**src/rtl/booth_seq_multiplier_if.sv**
```systemverilog
// Handshake bundle between the MAC front end, the Booth multiplier and the
// accumulator stage.
//   in_valid / in_ready : operand handshake (front end -> multiplier)
//   in_a / in_b         : multiplicand / multiplier, two's complement
//   out_valid/out_ready : product handshake (multiplier -> accumulator)
//   out_p               : signed 2*WIDTH-bit product
//   busy                : multiplier is in RUN or DONE
interface booth_seq_multiplier_if #(
    parameter int WIDTH = 16
);
    logic                   in_valid;
    logic                   in_ready;
    logic [WIDTH-1:0]       in_a;
    logic [WIDTH-1:0]       in_b;
    logic                   out_valid;
    logic                   out_ready;
    logic [2*WIDTH-1:0]     out_p;
    logic                   busy;

    modport slave (
        input  in_valid, in_a, in_b, out_ready,
        output in_ready, out_valid, out_p, busy
    );

    modport master (
        output in_valid, in_a, in_b, out_ready,
        input  in_ready, out_valid, out_p, busy
    );
endinterface

```
**src/rtl/booth_seq_multiplier.sv**
```systemverilog
// Sequential signed WIDTH x WIDTH radix-4 Booth multiplier. One Booth digit
// is retired per clock through a single row of WIDTH+1 encoder/decoder cells.
// The shifted partial products are accumulated into a 2*WIDTH-bit product.
// Ports:
//   clk  : rising-edge clock
//   rst  : synchronous, active-high reset
//   bus  : booth_seq_multiplier_if.slave (operand/product handshakes, busy)
//
// state  | meaning
// -------+---------------------------------------------------------------
// S_IDLE | waiting for an operand pair, in_ready high
// S_RUN  | retiring Booth digit r_cnt, one per clock, N = WIDTH/2 digits
// S_DONE | product held on out_p with out_valid high until out_ready
module booth_seq_multiplier #(
    parameter int WIDTH = 16
) (
    input  logic                    clk,
    input  logic                    rst,
    booth_seq_multiplier_if.slave   bus
);
    localparam int N  = WIDTH / 2;
    localparam int CW = (N > 1) ? $clog2(N) : 1;

    typedef enum logic [1:0] {S_IDLE, S_RUN, S_DONE} state_t;

    state_t                 r_state;
    logic [WIDTH-1:0]       r_a;
    logic [WIDTH-1:0]       r_b;
    logic [CW-1:0]          r_cnt;
    logic [2*WIDTH-1:0]     r_acc;
    logic                   r_in_ready;
    logic                   r_out_valid;
    logic                   r_busy;

    logic [CW:0]            w_sh;
    logic [WIDTH:0]         w_b_ext;
    logic [WIDTH:0]         w_b_sh;
    logic                   w_bip1;
    logic                   w_bi;
    logic                   w_bim1;
    logic                   w_neg;
    logic                   w_one;
    logic                   w_two;
    logic [WIDTH+1:0]       w_a_ext;
    logic [WIDTH:0]         w_pp;
    logic [2*WIDTH-1:0]     w_pp_sext;
    logic [2*WIDTH-1:0]     w_term;

    // Digit i sits at weight 4^i, i.e. a shift of 2*i.
    assign w_sh    = {r_cnt, 1'b0};

    // B[-1] = 0 is the appended LSB; the digit window is bits 2i+1..2i-1.
    assign w_b_ext = {r_b, 1'b0};
    assign w_b_sh  = w_b_ext >> w_sh;
    assign w_bip1  = w_b_sh[2];
    assign w_bi    = w_b_sh[1];
    assign w_bim1  = w_b_sh[0];

    // Digit 111 is -0: no select and no negation, so the row is all zero.
    assign w_neg   = w_bip1 & ~(w_bi & w_bim1);
    assign w_one   = w_bi ^ w_bim1;
    assign w_two   = (w_bip1 & ~w_bi & ~w_bim1) | (~w_bip1 & w_bi & w_bim1);

    // Index k+1 holds A[k]; index 0 is A[-1] = 0, top index repeats the sign.
    assign w_a_ext = {r_a[WIDTH-1], r_a, 1'b0};

    always_comb begin
        w_pp = '0;
        for (int j = 0; j <= WIDTH; j++) begin
            w_pp[j] = ((w_one & w_a_ext[j+1]) | (w_two & w_a_ext[j])) ^ w_neg;
        end
    end

    // The row is a one's complement for negative digits; the +1 correction is
    // folded in at the same weight so that -2*(-2^(WIDTH-1)) stays exact.
    assign w_pp_sext = {{(WIDTH-1){w_pp[WIDTH]}}, w_pp};
    assign w_term    = (w_pp_sext + {{(2*WIDTH-1){1'b0}}, w_neg}) << w_sh;

    always_ff @(posedge clk) begin
        if (rst) begin
            r_state     <= S_IDLE;
            r_a         <= '0;
            r_b         <= '0;
            r_cnt       <= '0;
            r_acc       <= '0;
            r_in_ready  <= 1'b0;
            r_out_valid <= 1'b0;
            r_busy      <= 1'b0;
        end else begin
            case (r_state)
                S_IDLE: begin
                    if (r_in_ready && bus.in_valid) begin
                        r_a        <= bus.in_a;
                        r_b        <= bus.in_b;
                        r_acc      <= '0;
                        r_cnt      <= '0;
                        r_in_ready <= 1'b0;
                        r_busy     <= 1'b1;
                        r_state    <= S_RUN;
                    end else begin
                        r_in_ready <= 1'b1;
                    end
                end
                S_RUN: begin
                    r_acc <= r_acc + w_term;
                    r_cnt <= r_cnt + 1'b1;
                    if (r_cnt == CW'(N - 1)) begin
                        r_out_valid <= 1'b1;
                        r_state     <= S_DONE;
                    end
                end
                S_DONE: begin
                    if (bus.out_ready) begin
                        r_out_valid <= 1'b0;
                        r_busy      <= 1'b0;
                        r_in_ready  <= 1'b1;
                        r_state     <= S_IDLE;
                    end
                end
                default: begin
                    r_state <= S_IDLE;
                end
            endcase
        end
    end

    assign bus.in_ready  = r_in_ready;
    assign bus.out_valid = r_out_valid;
    assign bus.out_p     = r_acc;
    assign bus.busy      = r_busy;
endmodule

```
**src/flat_wrapper.sv**
```systemverilog
// flat-port wrapper written by rule: the top's interface ports become plain ports
module booth_seq_multiplier_flat 
#(
    parameter int WIDTH = 16
)
  (clk, rst, bus_in_valid, bus_in_a, bus_in_b, bus_out_ready, bus_in_ready, bus_out_valid, bus_out_p, bus_busy);
  booth_seq_multiplier_if #(.WIDTH(WIDTH)) bus_i ();
  input  logic clk;
  input  logic rst;
  input wire logic [$bits(bus_i.in_valid)-1:0] bus_in_valid;
  input wire logic [$bits(bus_i.in_a)-1:0] bus_in_a;
  input wire logic [$bits(bus_i.in_b)-1:0] bus_in_b;
  input wire logic [$bits(bus_i.out_ready)-1:0] bus_out_ready;
  output wire logic [$bits(bus_i.in_ready)-1:0] bus_in_ready;
  output wire logic [$bits(bus_i.out_valid)-1:0] bus_out_valid;
  output wire logic [$bits(bus_i.out_p)-1:0] bus_out_p;
  output wire logic [$bits(bus_i.busy)-1:0] bus_busy;
  assign bus_i.in_valid = bus_in_valid;
  assign bus_i.in_a = bus_in_a;
  assign bus_i.in_b = bus_in_b;
  assign bus_i.out_ready = bus_out_ready;
  assign bus_in_ready = bus_i.in_ready;
  assign bus_out_valid = bus_i.out_valid;
  assign bus_out_p = bus_i.out_p;
  assign bus_busy = bus_i.busy;
  booth_seq_multiplier #(.WIDTH(WIDTH)) u_core (.clk(clk), .rst(rst), .bus(bus_i));
endmodule
```
**config.mk**
```make
export PLATFORM = sky130hd
export DESIGN_NAME = booth_seq_multiplier_flat
export DESIGN_NICKNAME = d
export VERILOG_FILES = /design/src/rtl/booth_seq_multiplier_if.sv /design/src/rtl/booth_seq_multiplier.sv /design/src/flat_wrapper.sv
export SDC_FILE = /design/constraint.sdc
export NUM_CORES = 1
export LEC_CHECK = 0
export BUFFER_PORTS_ARGS = -buffer_cell sky130_fd_sc_hd__buf_2
export CORE_UTILIZATION = 50
export CTS_BUF_LIST = sky130_fd_sc_hd__clkbuf_8
export DETAILED_ROUTE_END_ITERATION = 7
export PLACE_DENSITY = 0.75
export SLEW_MARGIN = 10
export SYNTH_ARGS = -nofsm -noshare
export SYNTH_HDL_FRONTEND = slang
export SYNTH_SLANG_ARGS = --single-unit
```
**constraint.sdc**
```tcl
create_clock -name clk -period 7.6 [get_ports clk]
set_input_delay 1.9 -clock clk [delete_from_list [all_inputs] [get_ports clk]]
set_output_delay 1.9 -clock clk [all_outputs]
set_load 0.02 [all_outputs]
```
==> results of run 1 <==
-- layer usage --
metal | track usage | up-vias | part of all wire
met5 | 0 | - | 0
met1 | 0.3251 | 2923 | 0.47
met2 | 0.4012 | 182 | 0.46
li1 | - | 3153 | -
met3 | 0.03759 | 31 | 0.047
met4 | 0.1004 | 0 | 0.025
-- where the power goes --
part,internal [mW],switching (mW),total [mW]
sequential,0.395,0.0230,0.418
clock,0.192,0.155,0.347
combinational,0.144,0.221,0.365
-- repair_timing --
item,in CTS,in global routing
setup endpoints to repair,0,1
resized for setup,0,2
endpoints found under the hold margin,0,0
-- cells in the mapped netlist, drive strengths merged (4+ instances only) --
library cell,n,area share
nand4,4,0.0049
a211o,5,0.0069
nor3b,7,0.0083
nor2,47,0.028
a21boi,4,0.0053
nor2b,10,0.0099
inv,11,0.0065
nand2b,7,0.0069
or3,7,0.0069
a221o,9,0.014
dfxtp,72,0.23
clkbuf,48,0.029
nand3,40,0.034
ha,40,0.079
a21o,27,0.032
a31oi,8,0.010
nor4,4,0.0040
nand2,133,0.079
a211oi,16,0.020
nor3,20,0.017
a221oi,21,0.030
a22o,11,0.015
buf,17,0.019
a22oi,5,0.0067
mux2i,21,0.034
mux2,12,0.021
xor2,15,0.021
o22ai,9,0.0089
and3,8,0.0079
and2,7,0.0069
xnor2,21,0.029
a21oi,97,0.077
o21ai,36,0.028
-- state kept, by name, indices dropped and copies added, names as in the netlist --
signal,cells
u_core.r_b,16
u_core.bus.out_valid,1
u_core.r_a,16
u_core.bus.busy,1
u_core.bus.in_ready,1
u_core.bus.out_p,32
u_core.r_state,2
u_core.r_cnt,3
-- path summary, 6_finish.rpt --
| path | end | slack (ns) | cells after the start |
|---|---|---|---|
| min | u_core.r_b[10] | 0.46 | 2 |
| min reg2reg | u_core.r_b[10] | 0.46 | 2 |
| max | u_core.bus.out_p[29] | 0.57 | 30 |
| max reg2reg | u_core.bus.out_p[29] | 0.57 | 30 |
-- critical path: cells and delay by family, from the launching register on --
family	cells	cell delay, ns
AOI/OAI and AO/OA	16	3.58
and+or+nand+nor	8	1.48
adders and majority gates	3	0.81
DFF	1	0.65
buffers and inverters	1	0.16
muxes	1	0.16
xor gates and xnor gates	1	0.08
-- kinds of logic (layout without fill, tap and decap cells) --
kind of cell,Yosys count,after routing
xor gates and xnor gates,36,36
buffers and inverters,76,110
and+or+nand+nor,304,304
adders and majority gates,41,41
muxes,36,36
DFF,72,72
AOI/OAI and AO/OA,274,274
-- through the flow --
stage / setup slack (ns) / cells
after CTS: 0.4910 / 1041
final: 0.5688 / 1041
after floorplan: 0.6645 / 839
after global placement: 0.6521 / 1026
after detailed placement: 0.5035 / 1026
after global routing: 0.03356 / 1041
-- layout by cell type (no fill, tap or decap), drive strengths merged, types with 11 or more instances in the layout --
master,instances
nor2,47
inv,11
xor2,15
a22o,11
mux2,12
nand2,133
a21oi,97
buf,84
o21ai,36
dfxtp,72
a211oi,16
ha,40
nor3,20
xnor2,21
a21o,27
nand3,40
mux2i,21
a221oi,21
-- cell type report --
class,count,area [µm²]
clock inverters,5,81.33
clock buffers,10,137.6
flip-flops and latches,72,1443
inverters,11,41.29
multi-input cells,691,4552
well taps,168,210.2
fillers,1193,5241
repair buffers,84,455.4
==> reports/results.txt, run 1 <==
Counting every net in the synthesized netlist gives 916. The run gives 0 as the number of slew-limit violations in the final report. The run gives 0 as the number of antenna violations at the first check in global routing.

The clock tree synthesis step divided the H-tree into 3 levels. The most used flip-flop cell after synthesis is dfxtp_1. The first global-routing pass estimated 25990 µm of wire.

The run gives 71 as the count of pins on the block boundary. Aggregate negative setup slack: 0 ns. For the hold buffer count at CTS, the log shows 0. The floorplan step defined a core boundary enclosing 12160 µm².

Clock tree synthesis selected as its root buffer the cell clkbuf_8. The count of inserted antenna diode cells is 0, and the post-layout instance area is 6920 µm². The startpoint of the tightest hold check path was u_core.r_b[10]. The complex-gate fraction of the synthesized area was 0.2935; the transition at the pin with the smallest max-transition slack was 1.228 ns.

The final layout contains routed wiring with a total length of 16110 µm. The via count of the first global-routing pass was 5429; the maximum root-to-sink buffer count was 2. Total power for the finished layout comes to 1.130 mW.

The number of flops mapped to enable cells by yosys works out to 0. Final weighted congestion in routability-driven placement: 0.9584. The average size of a mapped cell was 7.541 µm²; the largest stage delay on the critical path was 0.65 ns.

The origin of the critical flop-to-flop path was u_core.r_cnt[1]. The proportion of synthesized flip-flops having asynchronous set or reset came out at 0. For the warning count from the yosys run, the log shows 0. The row count was 40. Synthesis instantiated 77 different standard cells from the library.

Power spread over the standard cell area amounts to 163.2 nW/µm². The fraction of layout cells with a size suffix above 1 works out to 0.1558. After synthesis the netlist holds a flip-flop and latch count of 72. The startpoint type of the worst setup path is a flip-flop. The later pin in the worst-skew pair is clocked with a latency of 0.38 ns. The worst ir drop on vdd is 106.7 µV. The run finished with clean final reports. The via density per instance was 6.041.

Entering global routing, the biggest net connects 67 pins. For the arrival time reported for the critical path endpoint, the log shows 7.31 ns. The share of synthesized area occupied by flip-flops and latches is 0.2278, and the count of mapped cells out of synthesis is 839.

The xor and xnor area share after synthesis was 0.04983. The simple-gate portion of the synthesized area is 0.2266. The worst setup path is captured at a flip-flop.

Setup repair after global routing left no endpoint under its margin. The share of the clock period used by the worst path after layout is 0.9252, and the final setup skew is 0.01433 ns. The tools report the start point of the critical path as u_core.r_cnt[1].

The adder and majority cell fraction of the synthesized area was 0.08226. The number of clock buffers added by TritonCTS is 9. The total overflow left after global routing is 0. The logs give 0.5690 for the final core utilization and 6327 µm² for the post-synthesis cell area. The run gives 0 as the detailed-route DRC error count.

In this run the static leakage power is 3.019 nW. Based on the critical path, the design can be clocked at up to 0.1422 GHz. For the final-report setup violation count, the log shows 0. Across the run, the number of max-cap violations was 0.

The detailed-routing iteration count for the pre-antenna-repair pass came out at 6. The overall routing resource usage was 0.2464. The final route contains 6289 vias. The share of synthesized area spent on multiplexers was 0.06585. For this design, the sink count on the clock tree is 72.

STA puts the critical path data required time at 7.87 ns. The detailed router finished its first iteration with 500 violations. The type of the worst setup path was reg2reg.

After detailed placement, the total cell area comes to 6698 µm². In the final design database the tool counted 946 nets. The run gives 0 as the count of endpoints failing hold in the final timing report. The worst min-delay path category was reg2reg. The number of buffers added on ports works out to 70.

TritonCTS built the clock tree. The tools report the worst relative slew slack as 0.1747. From bottom edge to top edge, the die measures 114.5 µm. After clock tree synthesis, the clock-pin slew on the worst setup and hold paths is 0.08 ns. The detail route stage leaves a number of antenna-violating nets equal to 0. Half-perimeter wire length after detailed placement: 11790 µm.

For this design, the slowest cell found on the critical path is dfxtp_1. The final hold slack came out at 0.4639 ns. In this run the worst path has a maximum fanout of 26. By area, the combinational part of the netlist is dominated by compound AO/OA/AOI/OAI gates. In the final routed layout, each cell accounts on average for 15.48 µm. The layout overhead on the synthesized area came out at 9.373%. The area of the die came out at 13110 µm².

Final period demand of the worst path: 7.031 ns. The effective utilization at floorplan came out at 0.5203. From left edge to right edge, the die measures 114.5 µm. For the post-CTS repair timing setup buffer count, the log shows 0.
Power figures use the tool's default switching activity.
==> run 2, diff against run 1 <==
Settings changed: CORE_UTILIZATION 50 to 45, PLACE_DENSITY 0.75 to 0.69.
==> run 2 against run 1 <==
Compared with the run above: global-route usage fell by 1.9 points; via count fell by 0.91%; final cell count rose by 0.96%; design area rose by 1.3%; sequential power barely moved; clock skew fell by 0.0044 ns; worst hold slack got worse by 0.0095 ns; register-to-register slack improved by 0.04 ns.
==> reports/results.txt, run 2 (synthesis gave the netlist of run 1 again) <==
The worst setup path is launched from a flip-flop. The placed instances occupy a cell area of 6715 µm². The area growth from synthesis to layout is 10.76%. The final core utilization is 0.5209, and the area of the die is 14540 µm². The tools report the via count of the first global-routing pass as 5377. The final period demand of the worst path is 6.992 ns.

TritonCTS built the clock tree. The effective utilization at floorplan was 0.4703; the transition at the pin with the smallest max-transition slack was 1.185 ns. The post-route antenna net violation count came out at 0. The top cell types in the final layout, fill and taps aside, are nand2_1, a21oi_1, dfxtp_1, buf_2, nor2_1. Endpoint of the most critical setup path: u_core.bus.out_p[29].

Counting tap cells, the placed design contains a total of 1035 instances. Along the worst path, the maximum fanout reaches 13. In this design, the stage delay of the slowest critical-path cell is 0.60 ns.

The number of antenna violations at the first check in global routing is 0. For flop-to-flop paths, the worst setup slack is 0.61 ns. Entering global routing, the biggest net connects 67 pins. The number of buffers added on ports was 70. The logs give 99.41 µV for the worst ir drop on vdd and 16370 µm for the post-detailed-routing wire length.

The run finished with clean final reports. The most critical setup path has its startpoint at u_core.r_cnt[1]. After routing, the total negative slack on setup checks comes to 0 ns. Setup violations remaining at the end of the flow were counted as 0. The completed layout was analyzed and its total power is 1.163 mW.

The startpoint identified for the worst register-to-register timing path is u_core.r_cnt[1]. The wire-length estimate of the detail-placed layout is 11830 µm. The via density per instance came out at 5.930. The tree is rooted in a clkbuf_8.

The first-pass GRT wire length came out at 26600 µm. Registers take 1443 µm². Overall routing resource usage: 0.2277.

The worst setup slack before clock tree synthesis was 0.3568 ns; the row count was 42. The number of antenna diodes in the final layout is 0. The share of the clock period used by the worst path after layout was 0.9199; the depth of the most critical reg-to-reg path was 30. The logs give 0 for the post-CTS repair timing setup buffer count and 0 for the count of endpoints failing hold in the final timing report. After detailed routing, the average wire length per cell comes to 15.58 µm.

The logs give 1051 for the final cell count without fillers and 0 for the hold buffer count at CTS. For the final worst slack, the log shows 0.6084 ns. Area taken by multi-input logic gates: 4598 µm². The worst relative slew slack was 0.2041. For this block, the initial DRC count from the detailed router was 584.

The longest clock path from root to sink contains 2 buffers. After clock tree synthesis, the clock-pin slew on the worst setup and hold paths is 0.08 ns. The congestion estimate from routability-driven global placement came to 0.8927. The later pin in the worst-skew pair is clocked with a latency of 0.38 ns.

STA puts the critical path data required time at 7.88 ns. The first detailed-routing pass took 5 iterations. Data arrives at the worst endpoint at 7.28 ns. On the final layout, the worst hold slack is 0.4544 ns.

The worst setup path is captured at a flip-flop. The fraction of layout cells with a size suffix above 1 works out to 0.1623. Setup repair after global routing left no endpoint under its margin. The tools report the count of pins on the block boundary as 71. The tools report the capture instance of the worst register-to-register path as u_core.bus.out_p[29]. CTS built an H-tree with a depth of 3. Fill cell instance count of the final layout: 1370. The logs give 3.039 nW for the leakage power figure and 0 for the detailed-route DRC error count. The detailed router placed 6232 vias in this run. After the last flow step, the layout net total stands at 948.

After routing the design area is 7008 µm². The remaining global-route overflow was 0. The tightest min-delay check is of the reg2reg type.

Most common cell after layout, fill and taps aside: nand2_1. The tool flagged a number of max-cap violations equal to 0. Based on the critical path, the design can be clocked at up to 0.1430 GHz. The die is 120.6 µm wide.

TritonCTS created 9 clock buffers. The flip-flop count of the largest register, all copies and words added was 32. Number of slew-limit violations in the final report: 0.

The worst setup path is of the reg2reg kind. The tools report the sink count of the clock tree as 72. Slowest stage cell on the critical path: dfxtp_1. The floorplan step defined a core boundary enclosing 13450 µm².

The die span in y was 120.6 µm. The final setup skew was 0.009967 ns; the ratio of total power to cell area was 165.9 nW/µm².
==> run 2: cell types whose count changed in the layout (fill, tap and decap cells not counted), sizes merged <==
cell      previous run  this run
o2bb2ai              2         3
buf                 84        85
clkinvlp             1         2
clkinv               2         0
bufinv               2         3
==> run 2: worst min-delay path by stage <==
stage | start | to | slack (ns) | cells past startpoint
after global routing | u_core.r_b[4] | u_core.r_b[4] | 0.47 | 2
after detailed placement | u_core.r_b[4] | u_core.r_b[4] | 0.44 | 2
after CTS | u_core.r_b[4] | u_core.r_b[4] | 0.46 | 2
after global placement | u_core.r_b[4] | u_core.r_b[4] | 0.45 | 2
after floorplan | u_core.r_b[15] | u_core.r_b[15] | 0.43 | 2
final | u_core.r_b[4] | u_core.r_b[4] | 0.45 | 2
==> run 2: timing repair <==
action                     CTS  global route
hold endpoints to repair     0             0
resized for setup            0             8
setup endpoints to repair    0             7
==> run 2: layout make-up <==
type                       instances  share of cell area
clock buffer                      10             0.01964
clock inverter                     5             0.01500
inverter                          11            0.005892
multi-input combinational        692              0.6561
sequential                        72              0.2059
tap                              176             0.03142
timing repair buffer              85             0.06606
==> run 2: report_power, final <==
| part | switching, mW | internal (mW) |
|---|---|---|
| Clock | 0.155 | 0.225 |
| Combinational | 0.221 | 0.144 |
| Sequential | 0.0225 | 0.395 |
==> run 2: metal layers <==
layer | part of all wire | up-vias | track usage
met4 | 0.020 | 0 | 0.09028
li1 | - | 3158 | -
met1 | 0.47 | 2866 | 0.3148
met2 | 0.46 | 181 | 0.3481
met3 | 0.054 | 27 | 0.04198
met5 | 0 | - | 0
==> run 2: critical path, delay by kind of cell (launching register included) <==
family / cells / cell delay (ns)
compound gates: 15 / 3.20
simple gates: 6 / 1.16
fa+ha+maj: 3 / 0.82
mux: 3 / 0.77
flops: 1 / 0.60
buf+inv: 2 / 0.28
xor+xnor: 1 / 0.08
==> run 3, diff against run 2 <==
Settings changed: CAP_MARGIN set to 10.
Clock period 7.6 ns to 8.9 ns, I/O delays scaled along.
==> run 3 against run 2 <==
Compared with the run above: first-iteration DRC count down 31%; combinational power down 16%; design area fell by 2.0%; clock skew grew 0.014 ns; non-clock buffer count is 7 lower; sequential power decreased by 15%; maximum frequency fell by 9.6%; clock power shrank 28%; flip-flop and latch count stayed put; via count down 0.53%; die area is the same; critical path type unchanged; largest cell class unchanged.
==> reports/results.txt, run 3 (synthesis gave the netlist of run 1 again) <==
The run finished with clean final reports. The final layout contains routed wiring with a total length of 16350 µm. The critical path contains buffers and inverters numbering 3 combined. The largest stage delay on the critical path is 0.57 ns, and the row count is 42. The clock arrives with 0.02361 ns of skew.

The logs give 0.1293 GHz for the top achievable clock speed and 8.02 ns for the arrival time reported for the critical path endpoint. Setup repair after global routing left no endpoint under its margin. The worst setup slack for register-to-register paths is 1.17 ns, and the net count reported at finish is 940. The later pin in the worst-skew pair is clocked with a latency of 0.39 ns. Counting tap cells, the placed design contains a total of 1028 instances. In this run, the number of DRC markers left after iteration 0 of detailed routing was 405. For the routed length on met3, the log shows 621 µm. STA classifies the critical path startpoint as a flip-flop. Along the worst hold path, the cell count comes to 2. From synthesis to final layout, the design area changed by 8.503%. Setup violations remaining at the end of the flow were counted as 0. After floorplanning, the core was sized to cover 13450 µm². For this block, wires on met1 add up to 7978 µm.

In the layout the commonest cells are nand2_1, a21oi_1, dfxtp_1, buf_2, nor2_1. For the first-pass GRT wire length, the log shows 27180 µm. The worst setup path is of the reg2reg kind.

The number of buffers added on ports was 70; the number of slew-limit violations in the final report was 0. For the final routed database, the setup TNS stands at 0 ns. The share of the clock period used by the worst path after layout is 0.8687. After legalization and detailed placement, the total HPWL measured 11810 µm. The tool flagged a number of max-cap violations equal to 0. The worst relative slew slack is 0.2909.

The endpoint of the most critical setup path was u_core.bus.out_p[29]. The final period demand of the worst path works out to 7.731 ns. The per-cell routed wire length works out to 15.66 µm.

Along the worst path, the maximum fanout reaches 33. For the area taken by multi-input logic gates, the log shows 4554 µm². The final cell count without fillers is 1044, and the flip-flop count of the largest register, all copies and words added is 32. For the count of endpoints failing hold in the final timing report, the log shows 0. The origin of the critical flop-to-flop path was u_core.r_cnt[0].

For the detailed-route DRC error count, the log shows 0. The tools report the flip-flop and latch area as 1441 µm². The filler cells instantiated in the layout total 1360. After clock tree synthesis, the clock-pin slew on the worst setup and hold paths is 0.09 ns. The critical path data required time was 9.19 ns. The run gives 6865 µm² as the post-layout instance area. The worst ir drop on vdd came out at 91.12 µV.

The effective utilization at floorplan was 0.4703; the floorplan die width was 120.6 µm. In this run the post-CTS setup repair buffer count came out at 0. For this design, the slowest cell found on the critical path is dfxtp_1.

The category of cells accounting for the largest share of critical-path delay is compound AO/OA/AOI/OAI gates. For the pin with the worst max-slew slack, the measured transition is 1.064 ns. The logs give 0 for the number of antenna violations at the first check in global routing and 71 for the count of pins on the block boundary. The die is 120.6 µm tall.

Summing all placed instances gives a cell area of 6663 µm². The library cell used most frequently in the layout, excluding fill and tap cells, is nand2_1. The ratio of total power to cell area was 136.5 nW/µm²; the fraction of layout cells with a size suffix above 1 was 0.1475. The start point of the critical path was u_core.r_cnt[0].

The routed layout has 6199 vias. In this run the critical register-to-register path is captured at u_core.bus.out_p[29]. The run gives 3 as the H-tree depth. On the final layout, the worst hold slack is 0.4560 ns. The run gives 0.9177 as the final weighted congestion in routability-driven placement. Via count of the first global-routing pass: 5493. The depth of the most critical reg-to-reg path is 30. The clock passes through at most 2 buffers.

The tools report the post-route antenna net violation count as 0. For the sum of met2 wire segment lengths after detailed routing, the log shows 7522 µm. Summed over all cells, the static leakage comes to 2.992 nW.

Counting stages on the worst path, the most repeated cell is ha_1. The remaining global-route overflow came out at 0. The die covers 14540 µm².

TritonCTS built the clock tree. The sink count of the clock tree came out at 72. In this run the top signal layer used is met4.

The pre-antenna-repair detailed-routing pass consisted of 5 iterations. Dividing the detail-routed via count by the number of cells gives 5.938. The critical path runs through a total of 30 cells. The tools report the root buffer cell as clkbuf_8. In this run, post-CTS repair resized a total of 0 instances.

Buffers inserted during clock tree synthesis total 9. In this run, post-CTS hold repair placed 0 buffers. For the overall routing resource usage, the log shows 0.2306.

The final core utilization is 0.5103, and the maximum number of pins on one net before global-route repair is 67. 0 antenna diodes ended up in the layout. The tightest min-delay check is of the reg2reg type. STA classifies the critical path endpoint as a flip-flop.
-- run 3: metrics by stage --
step                      total power, mW  worst slack (ns)
after detailed placement           0.6669             1.168
after global placement             0.6644             1.428
after floorplan                    0.5987             1.965
final                              0.9372             1.169
after global routing               0.9911            0.3715
after CTS                          0.9410             1.169
-- run 3: where the power goes --
group	internal, mW	switching, mW	total, mW	leakage, nW
combinational	0.120	0.187	0.306	2.30
sequential	0.337	0.0196	0.356	0.584
clock	0.136	0.138	0.274	0.109
total	0.593	0.344	0.937	2.99
-- run 3: per-layer routing --
metal	GRT usage	vias up
met5	0	-
met4	0.08102	0
met3	0.03726	17
met2	0.3599	157
met1	0.3199	2873
li1	-	3152
-- run 3: cell type report --
class,instances,share of cell area
clock buffers,10,0.02005
inverters,11,0.006014
clock inverters,6,0.008748
repair buffers,78,0.05978
well taps,176,0.03208
multi-input cells,691,0.6634
flip-flops and latches,72,0.2100
-- run 3: how the worst min path moves through the flow --
stage              startpoint             end  slack, ns
6_report       u_core.r_b[12]  u_core.r_b[12]       0.46
4_1_cts        u_core.r_b[12]  u_core.r_b[12]       0.46
2_1_floorplan  u_core.r_b[15]  u_core.r_b[15]       0.43
3_5_place_dp   u_core.r_b[12]  u_core.r_b[12]       0.45
5_1_grt        u_core.r_b[10]  u_core.r_b[10]       0.48
3_3_place_gp   u_core.r_b[12]  u_core.r_b[12]       0.45
-- run 3: worst register-to-register path: cells and delay by family (launching register included) --
| family | cells | cell delay, ns |
|---|---|---|
| AOI/OAI and AO/OA | 14 | 3.27 |
| muxes | 4 | 1.29 |
| and+or+nand+nor | 4 | 0.95 |
| adders and majority gates | 3 | 0.81 |
| DFF | 1 | 0.57 |
| buffers and inverters | 3 | 0.55 |
| xor gates and xnor gates | 2 | 0.21 |
